[config.mk]
export PLATFORM = sky130hd
export DESIGN_NAME = regfile_writeback
export DESIGN_NICKNAME = d
export VERILOG_FILES = /design/src/rtl/rv_pkg.sv /design/src/rtl/wb_fifo.sv /design/src/rtl/regfile_writeback.sv
export SDC_FILE = /design/constraint.sdc
export NUM_CORES = 1
export LEC_CHECK = 0
export ABC_AREA = 1
export CORE_MARGIN = 1.5
export CORE_UTILIZATION = 52
export DETAILED_ROUTE_END_ITERATION = 7
export PLACE_DENSITY = 0.84
export RECOVER_POWER = 25
export SLEW_MARGIN = 20
export SYNTH_ARGS = -nofsm -noshare
export SYNTH_HDL_FRONTEND = slang
export SYNTH_SLANG_ARGS = --single-unit
[constraint.sdc]
create_clock -name clock -period 5.9 [get_ports clock]
set_input_delay 0.885 -clock clock [delete_from_list [all_inputs] [get_ports clock]]
set_output_delay 0.885 -clock clock [all_outputs]
set_load 0.02 [all_outputs]
[src/rtl/rv_pkg.sv]
// Shared register-file types for the integer writeback path.
package rv_pkg;
  localparam int REG_W  = 32;
  localparam int REG_N  = 32;
  localparam int REG_AW = $clog2(REG_N);

  typedef logic [REG_AW-1:0] reg_addr_t;

  typedef struct packed {
    reg_addr_t        rd;
    logic [REG_W-1:0] data;
  } wb_entry_t;
endpackage

[src/rtl/wb_fifo.sv]
// Circular buffer of {rd, data} ALU results waiting for the regfile write port.
// Exposes every slot's rd with a valid bit so the top can run the hazard compare.
module wb_fifo
  import rv_pkg::*;
#(
  parameter int AW    = REG_AW,
  parameter int WIDTH = REG_W,
  parameter int DEPTH = 2,
  localparam int PW   = $clog2(DEPTH)
) (
  input  logic                clock,
  input  logic                reset,
  input  logic                push,
  input  logic [AW-1:0]       push_rd,
  input  logic [WIDTH-1:0]    push_data,
  input  logic                pop,
  output logic                full,
  output logic                empty,
  output logic [AW-1:0]       head_rd,
  output logic [WIDTH-1:0]    head_data,
  output logic [DEPTH*AW-1:0] entry_rd,
  output logic [DEPTH-1:0]    entry_valid
);

  localparam logic [PW-1:0] PTR_ONE = PW'(1);
  localparam logic [PW:0]   CNT_ONE = (PW + 1)'(1);
  localparam logic [PW:0]   CNT_MAX = (PW + 1)'(DEPTH);

  logic [AW-1:0]    rd_mem   [DEPTH];
  logic [WIDTH-1:0] data_mem [DEPTH];
  logic [PW-1:0]    head;
  logic [PW-1:0]    tail;
  logic [PW:0]      count;
  logic             do_push;
  logic             do_pop;

  assign full      = (count == CNT_MAX);
  assign empty     = (count == '0);
  assign do_push   = push && !full;
  assign do_pop    = pop && !empty;
  assign head_rd   = rd_mem[head];
  assign head_data = data_mem[head];

  always_ff @(posedge clock) begin
    if (reset) begin
      head  <= '0;
      tail  <= '0;
      count <= '0;
    end else begin
      if (do_push) begin
        rd_mem[tail]   <= push_rd;
        data_mem[tail] <= push_data;
        tail           <= tail + PTR_ONE;
      end
      if (do_pop) begin
        head <= head + PTR_ONE;
      end
      case ({do_push, do_pop})
        2'b10:   count <= count + CNT_ONE;
        2'b01:   count <= count - CNT_ONE;
        default: count <= count;
      endcase
    end
  end

  // A slot is live when its distance from head (mod DEPTH) is below count.
  always_comb begin
    logic [PW-1:0] off;
    off         = '0;
    entry_valid = '0;
    for (int i = 0; i < DEPTH; i++) begin
      off            = PW'(i) - head;
      entry_valid[i] = ({1'b0, off} < count);
    end
  end

  for (genvar g = 0; g < DEPTH; g++) begin : g_rd
    assign entry_rd[g*AW +: AW] = rd_mem[g];
  end

endmodule

[src/rtl/regfile_writeback.sv]
// Merges ALU and load results onto the regfile's single write port (address 0 = no write)
// and answers decode's "is this register still being written" query.
module regfile_writeback
  import rv_pkg::*;
#(
  parameter int WIDTH = REG_W,
  parameter int NUM   = REG_N,
  parameter int DEPTH = 2,
  localparam int AW   = $clog2(NUM)
) (
  input  logic             clock,
  input  logic             reset,
  input  logic             alu_valid,
  output logic             alu_ready,
  input  logic [AW-1:0]    alu_rd,
  input  logic [WIDTH-1:0] alu_data,
  input  logic             mem_valid,
  input  logic [AW-1:0]    mem_rd,
  input  logic [WIDTH-1:0] mem_data,
  output logic [AW-1:0]    address_w,
  output logic [WIDTH-1:0] data_w,
  input  logic [AW-1:0]    chk_addr,
  output logic             chk_hit,
  output logic             busy
);

  logic                fifo_full;
  logic                fifo_empty;
  logic                fifo_push;
  logic                fifo_pop;
  logic [AW-1:0]       head_rd;
  logic [WIDTH-1:0]    head_data;
  logic [DEPTH*AW-1:0] entry_rd;
  logic [DEPTH-1:0]    entry_valid;
  logic                mem_take;
  logic                fifo_hit;

  assign alu_ready = !fifo_full;
  assign fifo_push = alu_valid && alu_ready && (alu_rd != '0);
  assign mem_take  = mem_valid && (mem_rd != '0);
  assign fifo_pop  = !mem_take && !fifo_empty;

  wb_fifo #(
    .AW    (AW),
    .WIDTH (WIDTH),
    .DEPTH (DEPTH)
  ) u_fifo (
    .clock       (clock),
    .reset       (reset),
    .push        (fifo_push),
    .push_rd     (alu_rd),
    .push_data   (alu_data),
    .pop         (fifo_pop),
    .full        (fifo_full),
    .empty       (fifo_empty),
    .head_rd     (head_rd),
    .head_data   (head_data),
    .entry_rd    (entry_rd),
    .entry_valid (entry_valid)
  );

  // Loads always win the port; buffered ALU results wait.
  always_ff @(posedge clock) begin
    if (reset) begin
      address_w <= '0;
      data_w    <= '0;
    end else if (mem_take) begin
      address_w <= mem_rd;
      data_w    <= mem_data;
    end else if (!fifo_empty) begin
      address_w <= head_rd;
      data_w    <= head_data;
    end else begin
      address_w <= '0;
      data_w    <= '0;
    end
  end

  always_comb begin
    fifo_hit = 1'b0;
    for (int i = 0; i < DEPTH; i++) begin
      if (entry_valid[i] && (entry_rd[i*AW +: AW] == chk_addr)) begin
        fifo_hit = 1'b1;
      end
    end
  end

  // address_w counts as pending: the regfile only absorbs it at the next edge.
  assign chk_hit = (chk_addr != '0) && ((address_w == chk_addr) || fifo_hit);
  assign busy    = !fifo_empty || (address_w != '0);

endmodule

* After elaboration in Yosys (flattened, before gate mapping)
Memories as Yosys holds them, arrays and structs flattened. A register that Yosys moved wholly into a read port is not among the register bits.
Cells that the tools add are included.
** Word-level totals
- Flip-flop bits (word level) :: 41
- Bits in writable memories :: 74
- Bits of input ports :: 83
- Output and inout bits :: 40
- Word-level logic and storage cells :: 55
- Memories :: 2
** Memory list
- u_fifo.data_mem :: words 2, width 32, rd ports 1, clocked after Yosys merged registers in 1, write ports 1, line wb_fifo.sv:30 : logic [WIDTH-1:0] data_mem [DEPTH];
- u_fifo.rd_mem :: words 2, width 5, rd ports 3, clocked after Yosys merged registers in 1, write ports 1, line wb_fifo.sv:29 : logic [AW-1:0] rd_mem [DEPTH];
** Cells by class
- $add $sub $neg :: 6
- Magnitude comparators :: 2
- Eq/ne operators :: 6
- Mux-type cells :: 14
- Reductions and logical operators :: 20
** Operators with widths (number)
- two-way mux 32 bit :: 2
- nonzero test 5 bit :: 4
- equality test 5 bit :: 3
- two-way mux 5 bit :: 2
- logical AND 1 bit :: 9
- two-way mux 1 bit :: 9
- equality test 2 bit, second input constant :: 2
- < comparator 1 x 2 -> 1 bit :: 2
- case mux 2 bit (2 select lines) :: 1
- zero test 1 bit :: 3
- adder 1 bit, second input constant :: 2
- adder 2 x 1 -> 2 bit, second input constant :: 1
- equality test 2 x 1 -> 1 bit, second input constant :: 1
- zero test 2 bit :: 1
- logical OR 1 bit :: 2
- nonzero test 2 bit :: 1
- subtractor 1 bit, first input constant :: 2
- subtractor 2 x 1 -> 2 bit, second input constant :: 1

* Logic depth before layout (Yosys ltp)
Gate-level depths: netlist (run 1).
- Depth in word-level cells :: 8
- Depth in mapped cells :: 11
- Mapped depth without buffers :: 11

* Hierarchy
From an unflattened synthesis (run 1), not the netlist that was laid out.
** Unflattened totals
- Cells, all modules :: 410
- Area total of the unflattened synthesis :: 5121.2 um^2
** By module, submodules not included
- wb_fifo :: instances 1, cells an instance 157, area an instance 3080.5 um^2, sequential area each 2322.2 um^2
- regfile_writeback :: instances 1, cells an instance 253, area an instance 2040.7 um^2, sequential area each 740.7 um^2

* Least setup slack after synthesis (run 1)
OpenSTA, ideal clock, no wires.
- Path kind :: input port to flip-flop
- From :: input port reset
- To :: memory u_fifo.data_mem[1][0] (netlist name) (enable)
- Data arrival time :: 3.675 ns
- Data required time :: 5.423 ns
- Slack :: 1.748 ns
- Stages on the path :: 2
- Path buffers :: 1
- Cell sequence :: clkbuf_1 nor3_1
** Between the ends
- Cells in the longest elaborated chain, start to end :: 2
** RTL lines
- start: declaration :: line regfile_writeback.sv:12 : input logic reset,
- two-way mux 1 bit :: line wb_fifo.sv:45 : if (reset) begin
- two-way mux 1 bit (implied by the code) :: line wb_fifo.sv:52 : data_mem[tail] <= push_data;
- end: declaration :: line wb_fifo.sv:30
No other way between the ends.

* Final worst setup path (run 1)
- From :: register u_fifo.count[1]
- To :: output port chk_hit
** Between the ends
- Cells in the longest elaborated chain, start to end :: 6
- Elaborated cells on any way between the ends :: 8
- Classes of those cells :: order compare: 2; mux: 2; reduce/logical: 4
** RTL lines
- start: declaration :: line wb_fifo.sv:33 : logic [PW:0] count;
- start signal: assignment :: line wb_fifo.sv:59 : 2'b10: count <= count + CNT_ONE;
- start signal: assignment :: line wb_fifo.sv:60 : 2'b01: count <= count - CNT_ONE;
- start signal: assignment :: line wb_fifo.sv:61 : default: count <= count;
- < comparator 1 x 2 -> 1 bit :: line wb_fifo.sv:73 : entry_valid[i] = ({1'b0, off} < count);
- logical AND 1 bit :: line regfile_writeback.sv:82 : if (entry_valid[i] && (entry_rd[i*AW +: AW] == chk_addr)) begin
- two-way mux 1 bit :: line regfile_writeback.sv:82
- two-way mux 1 bit * :: line regfile_writeback.sv:82
- logical OR 1 bit * :: line regfile_writeback.sv:89 : assign chk_hit = (chk_addr != '0) && ((address_w == chk_addr) || fifo_hit);
- logical AND 1 bit * :: line regfile_writeback.sv:89
- end: declaration :: line regfile_writeback.sv:23 : output logic chk_hit,
Every way passes the cells marked *; elsewhere a longest branch is shown, timed or not.

==> flow_metrics.env, run 1 <==
export IMPL_seq_area_frac_synth_pct=64.7
export IMPL_fin_util_pct=75.3
export IMPL_rsz0062_at_grt="false"
export IMPL_detail_route_wl_per_cell_um=15.4
export IMPL_die_x_um=98.4
export IMPL_worstMarginPinSlew_ns=0.863
export IMPL_yosys_area_top_type="edfxtp_1"
export IMPL_place_gp_congestion=0.846
export IMPL_postPlaceCellArea_um2=5930
export IMPL_clock_sinks=116
export IMPL_fin_nets=680
export IMPL_p_sw_w=0.000684
export IMPL_synth_top_family_by_area="simple AND/OR/NAND/NOR gates"
export IMPL_maxSlewHeadroom_pct=42.2
export IMPL_yosys_warnings=0
export IMPL_cp_required_ns=5.02
export IMPL_drc=0
export IMPL_grt_first_pass_wirelength_mm=17.3
export IMPL_clockBufferDepth=2
export IMPL_drtIter0Drc=221
export IMPL_hold_violations=0
export IMPL_drt_total_wl_mm=11.0
export IMPL_power_share_switching_pct=27.1
export IMPL_fin_area_um2=6600
export IMPL_p_per_area_nw_per_um2=383
export IMPL_critical_path_arrival_ns=2.82
export IMPL_cts_tree="built"
export IMPL_synth_fa_ha_area_share_pct=0.264
export IMPL_first_global_vias=3542
export IMPL_hp_class="reg -> reg"
export IMPL_port_buffers=122
export IMPL_p_leak_nw=2.58
export IMPL_syn_nets=559
export IMPL_synthTopCellsByArea="edfxtp_1 (47%), dfxtp_1 (18%), nand2_1 (9.6%)"
export IMPL_crit_path_max_fanout=39
export IMPL_hold_buffers=0
export IMPL_final_cell_mix="nand2_1 (121), clkdlybuf4s50_1 (91), edfxtp_1 (74), inv_1 (58)"
export IMPL_maxCapViolations=0
export IMPL_setup_viol=0
export IMPL_finalClockSkew_ns=0.0103
export IMPL_setup_tns_ns=0
export IMPL_fp_coreArea_um2=8760
export IMPL_clk_pin_slew_worst_paths_ns=0.06
export IMPL_cts_inserted_buffers=17
export IMPL_synth_distinct_cells=24
export IMPL_io_pins=123
export IMPL_synth_seq_cells=116
export IMPL_synth_mux_area_share_pct=0
export IMPL_dr_pass1_iters=4
export IMPL_slew_viol_final=0
export IMPL_synthSimpleGateAreaFrac_pct=17.4
export IMPL_num_rows=34
export IMPL_whs_ns=0.498
export IMPL_fmax_mhz=270
export IMPL_cts_setup_buffers=0
export IMPL_fin_crit_ns=3.70
export IMPL_gr_total_overflow=0
export IMPL_grt_max_degree=75
export IMPL_ant_nets=0
export IMPL_antenna_found_initial=1
export IMPL_die_y_um=98.4
export IMPL_worst_skew_pair_late_latency_ns=0.52
export IMPL_via_per_inst=5.09
export IMPL_synthesis_area_um2=4730
export IMPL_worstSetupPathType="reg -> out"
export IMPL_p_seq_share_pct=39.7
export IMPL_clock_root_buffer="clkbuf_8"
export IMPL_synth_compound_area_share_pct=8.80
export IMPL_dpl_hpwl_mm=6.80
export IMPL_area_growth_pct=39.5
export IMPL_synthCells=475
export IMPL_internal_power_w=0.00184
export IMPL_die_area_um2=9680
export IMPL_mostFrequentLayoutCell="nand2_1"
export IMPL_finalCritPeriodShare_pct=62.7
export IMPL_start_kind="flop"
export IMPL_cts_resized=0
export IMPL_grt_usage_pct=23.6
export IMPL_cts_htree_levels=4
export IMPL_avgSynthCellArea_um2=9.96
export IMPL_combPwrFrac_pct=17.6
export IMPL_synth_xor_area_share_pct=0.185
export IMPL_drive_gt1_share_pct=8.21
export IMPL_status="completed"
export IMPL_cp_end_kind="output port"
export IMPL_clkPwrFrac_pct=42.8
export IMPL_vias=3653
export IMPL_synth_top_area_share_pct=47.0
export IMPL_start_util_pct=54.0
export IMPL_ir_drop_uv=258
synthesized netlist by cell type:
cell type,instances
ha_1,1
nand3b_1,1
clkbuf_1,6
edfxtp_1,74
nor2_1,18
nor3_1,5
nor4_1,1
nand3_2,5
a21oi_2,3
a21oi_1,37
o21ai_0,41
nand2_1,121
buf_6,5
buf_12,1
buf_4,3
nand2_2,2
xnor2_1,1
buf_8,2
dfxtp_1,42
nand4_1,1
buf_2,6
inv_1,58
nand3_1,39
inv_2,2
registers in the layout, indices dropped and copies added, names as in the netlist, named ones only:
name / count
u_fifo.tail: 1
u_fifo.rd_mem: 10
address_w: 5
u_fifo.data_mem: 64
u_fifo.count: 2
u_fifo.head: 1
data_w: 32
power by group through the flow:
stage | combinational, W | sequential, W | clock [W]
3_3_place_gp | 0.000422 | 0.00101 | 0
2_1_floorplan | 0.000277 | 0.00102 | 0
5_1_grt | 0.000484 | 0.00101 | 0.00113
3_5_place_dp | 0.000433 | 0.00102 | 0
6_report | 0.000444 | 0.00100 | 0.00108
4_1_cts | 0.000442 | 0.00100 | 0.00109
path summary, 6_finish.rpt:
| check | slack [ns] | end | startpoint | cells after the start |
|---|---|---|---|---|
| hold reg to reg | 0.50 | u_fifo.tail$_SDFFE_PP0N_ | u_fifo.tail$_SDFFE_PP0N_ | 2 |
| hold / removal | 0.50 | u_fifo.tail$_SDFFE_PP0N_ | u_fifo.tail$_SDFFE_PP0N_ | 2 |
| setup reg to reg | 3.39 | u_fifo.count[1]$_SDFFE_PP0P_ | u_fifo.count[1]$_SDFFE_PP0P_ | 7 |
| setup / recovery | 2.20 | chk_hit | u_fifo.count[1]$_SDFFE_PP0P_ | 9 |
final cells by class:
cell class	instances	area (µm²)
Fill cell	573	2160
Clock buffer	22	495
Tap cell	108	135
Sequential cell	116	3070
Inverter	60	225
Multi-Input combinational cell	276	1270
Timing Repair Buffer	125	1260
Antenna cell	1	2.50
Clock inverter	10	143
critical path, stage by stage, from the launching register on:
cell	delay, ns
dfxtp_1	0.38
inv_1	0.10
nand2_2	0.64
nand2_1	0.14
nor2_1	0.18
nand3_1	0.10
nand3_1	0.08
nand2_1	0.05
inv_1	0.05
clkdlybuf4s50_1	0.59
routing by layer:
layer	vias to the layer above	share of wire [%]	global-route usage, %
li1	1821	-	-
met1	1665	40	28.6
met2	147	51	39.7
met3	20	7.1	6.30
met4	0	1.9	10.4
met5	-	0	0
stage by stage:
stage	total power, W	worst slack [ns]	instances
6_report	0.00253	2.20	718
3_5_place_dp	0.00145	2.01	684
3_3_place_gp	0.00144	2.30	684
2_1_floorplan	0.00130	1.75	475
5_1_grt	0.00263	2.06	718
4_1_cts	0.00253	2.21	716
cell families (layout without fill, tap and decap cells):
family	after synthesis	after routing
AOI/OAI and AO/OA	81	81
adders and majority gates	1	1
xor gates and xnor gates	1	1
buffers and inverters	83	217
DFF	116	116
other	0	1
and+or+nand+nor	193	193
(Power assumes the default switching activity.)
==> run 2: changes to the inputs <==
Settings changed: CORE_UTILIZATION 52 to 44, PLACE_DENSITY 0.84 to 0.76.
Clock period 5.9 ns to 3.25 ns, I/O delays scaled along.
==> flow_metrics.env, run 2 (synthesized netlist as in run 1, its figures left out) <==
export IMPL_status="completed"
export IMPL_start_util_pct=45.6
export IMPL_worst_skew_pair_late_latency_ns=0.50
export IMPL_power_share_switching_pct=27.4
export IMPL_maxSlewHeadroom_pct=41.0
export IMPL_clkPwrFrac_pct=42.3
export IMPL_gr_total_overflow=0
export IMPL_fmax_mhz=346
export IMPL_power_total_w=0.00455
export IMPL_place_gp_congestion=0.928
export IMPL_detail_route_wl_per_cell_um=14.5
export IMPL_clk_pin_slew_worst_paths_ns=0.06
export IMPL_antenna_found_initial=1
export IMPL_io_pins=123
export IMPL_dpl_hpwl_mm=7.48
export IMPL_finalNonFillerCells=751
export IMPL_top_regs="u_fifo.data_mem x64, data_w x32, u_fifo.rd_mem x10"
export IMPL_via_per_inst=4.85
export IMPL_hp_class="in -> reg"
export IMPL_dp_cells=718
export IMPL_drt_total_wl_mm=10.9
export IMPL_cts_inserted_buffers=17
export IMPL_r2r_end="u_fifo.count[1]$_SDFFE_PP0P_"
export IMPL_top_register="u_fifo.data_mem"
export IMPL_clockBufferDepth=2
export IMPL_fin_area_um2=6650
export IMPL_fin_nets=685
export IMPL_hold_path_endpoint="data_w[7]$_SDFF_PP0_"
export IMPL_dr_pass1_iters=4
export IMPL_worstMarginPinSlew_ns=0.885
export IMPL_r2r_cells=7
export IMPL_p_per_area_nw_per_um2=685
export IMPL_reg2reg_from="u_fifo.count[0]$_SDFFE_PP0P_"
export IMPL_setup_tns_ns=0
export IMPL_hold_buffers=0
export IMPL_die_x_um=107
export IMPL_port_buffers=122
export IMPL_grt_first_pass_wirelength_mm=17.7
export IMPL_postPlaceCellArea_um2=6030
export IMPL_vias=3643
export IMPL_worstSetupPathType="reg -> out"
export IMPL_cts_setup_buffers=0
export IMPL_die_y_um=107
export IMPL_setup_viol=0
export IMPL_critical_path_arrival_ns=2.40
export IMPL_rsz0062_at_grt="false"
export IMPL_cts_resized=0
export IMPL_fillers=833
export IMPL_fp_coreArea_um2=10400
export IMPL_cp_end_kind="output port"
export IMPL_p_sw_w=0.00125
export IMPL_drive_gt1_share_pct=8.96
export IMPL_p_seq_share_pct=39.7
export IMPL_finalCritPeriodShare_pct=88.9
export IMPL_cp_required_ns=2.76
export IMPL_ir_drop_uv=426
export IMPL_hold_violations=0
export IMPL_finalClockSkew_ns=0.00642
export IMPL_area_growth_pct=40.5
export IMPL_internal_power_w=0.00331
export IMPL_start_kind="flop"
export IMPL_num_rows=37
export IMPL_fin_util_pct=64.1
export IMPL_crit_path_max_fanout=21
export IMPL_combPwrFrac_pct=18.0
export IMPL_hold_start="reset"
export IMPL_p_leak_nw=2.59
export IMPL_maxCapViolations=0
export IMPL_drc=0
export IMPL_drtIter0Drc=180
export IMPL_slew_viol_final=0
export IMPL_die_area_um2=11400
export IMPL_r2r_slack_ns=1.30
export IMPL_hold_depth=2
export IMPL_mostFrequentLayoutCell="nand2_1"
export IMPL_grt_max_degree=56
export IMPL_cts_tree="built"
export IMPL_first_global_vias=3682
export IMPL_largest_reg_flops=64
export IMPL_clock_root_buffer="clkbuf_8"
export IMPL_clock_sinks=116
export IMPL_final_cell_mix="nand2_1 (121), clkdlybuf4s50_1 (92), edfxtp_1 (74), inv_1 (58)"
export IMPL_fin_crit_ns=2.89
export IMPL_grt_usage_pct=20.2
export IMPL_cts_htree_levels=4
export IMPL_ant_nets=0
run 2: cell type report:
| cell class | count | area (µm²) | share of cell area (%) |
|---|---|---|---|
| multi-input combinational | 276 | 1280 | 19.3 |
| antenna | 1 | 2.50 | 0.0376 |
| timing repair buffer | 130 | 1290 | 19.4 |
| inverter | 60 | 225 | 3.39 |
| tap | 136 | 170 | 2.56 |
| sequential | 116 | 3060 | 46.1 |
| clock inverter | 14 | 200 | 3.01 |
| clock buffer | 18 | 418 | 6.28 |
run 2: worst max path at each step:
stage	cells after the start	end	from	slack, ns
after floorplan	4	u_fifo.data_mem[0][0]$_DFFE_PP_	u_fifo.count[0]$_SDFFE_PP0P_	0.41
after global placement	10	chk_hit	chk_addr[0]	0.54
after detailed placement	10	chk_hit	chk_addr[1]	0.55
after CTS	9	chk_hit	u_fifo.count[0]$_SDFFE_PP0P_	0.33
after global routing	9	chk_hit	u_fifo.count[1]$_SDFFE_PP0P_	0.18
final	9	chk_hit	u_fifo.count[0]$_SDFFE_PP0P_	0.36
run 2: per-layer routing:
layer / wire length (µm) / up-vias / share of wire (%) / global-route usage, %
met2: 5680 / 97 / 52 / 35.0
met1: 4560 / 1710 / 42 / 24.6
met4: 143 / 0 / 1.3 / 7.62
li1: - / 1825 / - / -
met5: 0 / - / 0 / 0
met3: 520 / 11 / 4.8 / 4.62
run 2: per-stage QoR:
step / hold WS (ns) / setup WS, ns
6_report: 0.449 / 0.361
5_1_grt: 0.460 / 0.175
4_1_cts: 0.418 / 0.332
3_5_place_dp: 0.503 / 0.550
3_3_place_gp: 0.467 / 0.542
2_1_floorplan: 0.453 / 0.415
run 2: power groups by stage:
stage / clock network (W) / registers [W] / logic (W)
after detailed placement: 0 / 0.00184 / 0.000828
after global routing: 0.00202 / 0.00183 / 0.000908
after CTS: 0.00196 / 0.00181 / 0.000834
final: 0.00193 / 0.00181 / 0.000820
after global placement: 0 / 0.00183 / 0.000813
after floorplan: 0 / 0.00185 / 0.000505
run 2: worst max-delay path, stage by stage, from the launching register on:
cell and delay, ns:
dfxtp_1 0.43, inv_2 0.06, nand2_2 0.34, nand2_1 0.10, nor2_1 0.12, nand3_1 0.08
nand3_1 0.07, nand2_1 0.05, inv_1 0.05, clkdlybuf4s50_1 0.59
==> run 3: changes to the inputs <==
Settings changed: CORE_UTILIZATION 44 to 49, PLACE_DENSITY 0.76 to 0.8.
Clock period 3.25 ns to 3.2 ns, I/O delays scaled along.
==> flow_metrics.env, run 3 (synthesized netlist as in run 1, its figures left out) <==
export IMPL_fin_nets=684
export IMPL_ir_drop_uv=383
export IMPL_fin_area_um2=6600
export IMPL_worst_skew_pair_late_latency_ns=0.50
export IMPL_p_leak_nw=2.58
export IMPL_cp_required_ns=2.72
export IMPL_clockBufferDepth=2
export IMPL_die_y_um=101
export IMPL_hp_class="in -> reg"
export IMPL_reg2reg_from="u_fifo.count[0]$_SDFFE_PP0P_"
export IMPL_hold_path_endpoint="address_w[4]$_SDFF_PP0_"
export IMPL_drtIter0Drc=200
export IMPL_port_buffers=122
export IMPL_clock_root_buffer="clkbuf_8"
export IMPL_finalClockSkew_ns=0.0108
export IMPL_r2r_cells=7
export IMPL_worstMarginPinSlew_ns=0.705
export IMPL_postPlaceCellArea_um2=6000
export IMPL_die_x_um=101
export IMPL_grt_max_degree=44
export IMPL_setup_tns_ns=0
export IMPL_critical_path_arrival_ns=2.41
export IMPL_antenna_found_initial=2
export IMPL_fp_coreArea_um2=9280
export IMPL_top_layer_used="met4"
export IMPL_p_per_area_nw_per_um2=688
export IMPL_dpl_hpwl_mm=7.50
export IMPL_status="completed"
export IMPL_cp_end_kind="output port"
export IMPL_r2r_end="u_fifo.count[1]$_SDFFE_PP0P_"
export IMPL_finalCritPeriodShare_pct=90.4
export IMPL_first_global_vias=3769
export IMPL_wl_met1_mm=4.28
export IMPL_ant_nets=0
export IMPL_grt_usage_pct=22.7
export IMPL_fin_crit_ns=2.89
export IMPL_crit_path_start="u_fifo.count[0]$_SDFFE_PP0P_"
export IMPL_vias=3780
export IMPL_detail_route_wl_per_cell_um=14.9
export IMPL_hold_buffers=0
export IMPL_die_area_um2=10300
export IMPL_route_met2_wl_mm=5.85
export IMPL_mostFrequentLayoutCell="nand2_1"
export IMPL_io_pins=123
export IMPL_start_util_pct=51.0
export IMPL_cts_setup_buffers=0
export IMPL_drive_gt1_share_pct=8.81
export IMPL_cts_resized=0
export IMPL_hold_start="reset"
export IMPL_hold_depth=2
export IMPL_via_per_inst=5.08
export IMPL_dr_pass1_iters=6
export IMPL_hold_violations=0
export IMPL_place_gp_congestion=0.971
export IMPL_rsz0062_at_grt="false"
export IMPL_slew_viol_final=0
export IMPL_top_regs="u_fifo.data_mem x64, data_w x32, u_fifo.rd_mem x10"
export IMPL_drc=0
export IMPL_r2r_slack_ns=1.19
export IMPL_drt_total_wl_mm=11.1
export IMPL_setup_viol=0
export IMPL_largest_reg_flops=64
export IMPL_area_growth_pct=39.5
export IMPL_maxCapViolations=0
export IMPL_start_kind="flop"
export IMPL_top_register="u_fifo.data_mem"
export IMPL_gr_total_overflow=0
export IMPL_num_rows=35
export IMPL_grt_first_pass_wirelength_mm=17.4
export IMPL_maxSlewHeadroom_pct=53.0
export IMPL_wl_met3_um=755
export IMPL_crit_path_max_fanout=19
export IMPL_cts_tree="built"
export IMPL_cts_htree_levels=4
export IMPL_final_cell_mix="nand2_1 (121), clkdlybuf4s50_1 (92), edfxtp_1 (74), inv_1 (58)"
export IMPL_clk_pin_slew_worst_paths_ns=0.06
export IMPL_cts_inserted_buffers=17
export IMPL_fmax_mhz=346
export IMPL_clock_sinks=116
export IMPL_worstSetupPathType="reg -> out"
-- run 3: changes by cell type in the layout (fill, tap and decap cells not counted) --
cell / delta
clkinv_1: +1
clkinv_4: -1
inv_6: +1
diode_2: +1
clkinv_2: +1
clkbuf_1: -1
buf_12: -1
bufinv_16: -1
-- run 3: how the worst max path moves through the flow --
stage | end | slack (ns) | cells after the start
2_1_floorplan | u_fifo.data_mem[0][0]$_DFFE_PP_ | 0.36 | 4
3_3_place_gp | chk_hit | 0.58 | 10
3_5_place_dp | chk_hit | 0.48 | 10
4_1_cts | chk_hit | 0.31 | 9
5_1_grt | chk_hit | 0.15 | 9
6_report | chk_hit | 0.31 | 9
-- run 3: critical path, stage by stage (launching register included) --
cell and delay [ns]:
dfxtp_1 0.43, inv_2 0.06, nand2_2 0.31, nand2_1 0.11, nor2_1 0.13, nand3_1 0.08, nand3_1 0.08, nand2_1 0.05
inv_1 0.05, clkdlybuf4s50_1 0.62
-- run 3: layer usage --
| layer | vias up | track usage, % |
|---|---|---|
| met5 | - | 0 |
| met4 | 0 | 9.19 |
| met3 | 28 | 6.76 |
| met2 | 175 | 40.9 |
| met1 | 1750 | 25.1 |
| li1 | 1827 | - |
-- run 3: stage by stage --
step                      hold slack [ns]  worst slack [ns]  utilization, %  power, W  std cells
after global routing                0.387             0.152            71.1   0.00475        744
final                               0.399             0.307            71.1   0.00454        744
after floorplan                     0.453             0.365               -   0.00239        475
after CTS                           0.361             0.310            71.0   0.00457        742
after global placement              0.467             0.582            64.6   0.00267        710
after detailed placement            0.501             0.476            64.6   0.00270        710
-- run 3: cell type report --
class                      count  area (µm²)
fill                         702        2690
antenna                        2        5.00
sequential                   116        3060
clock inverter                15         179
timing repair buffer         129        1270
multi-input combinational    276        1280
tap                          129         161
clock buffer                  17         414
inverter                      60         225
-- run 3: power breakdown --
| group | switching (W) | internal, W |
|---|---|---|
| combinational | 0.000504 | 0.000342 |
| sequential | 0.0000886 | 0.00174 |
| clock | 0.000677 | 0.00119 |
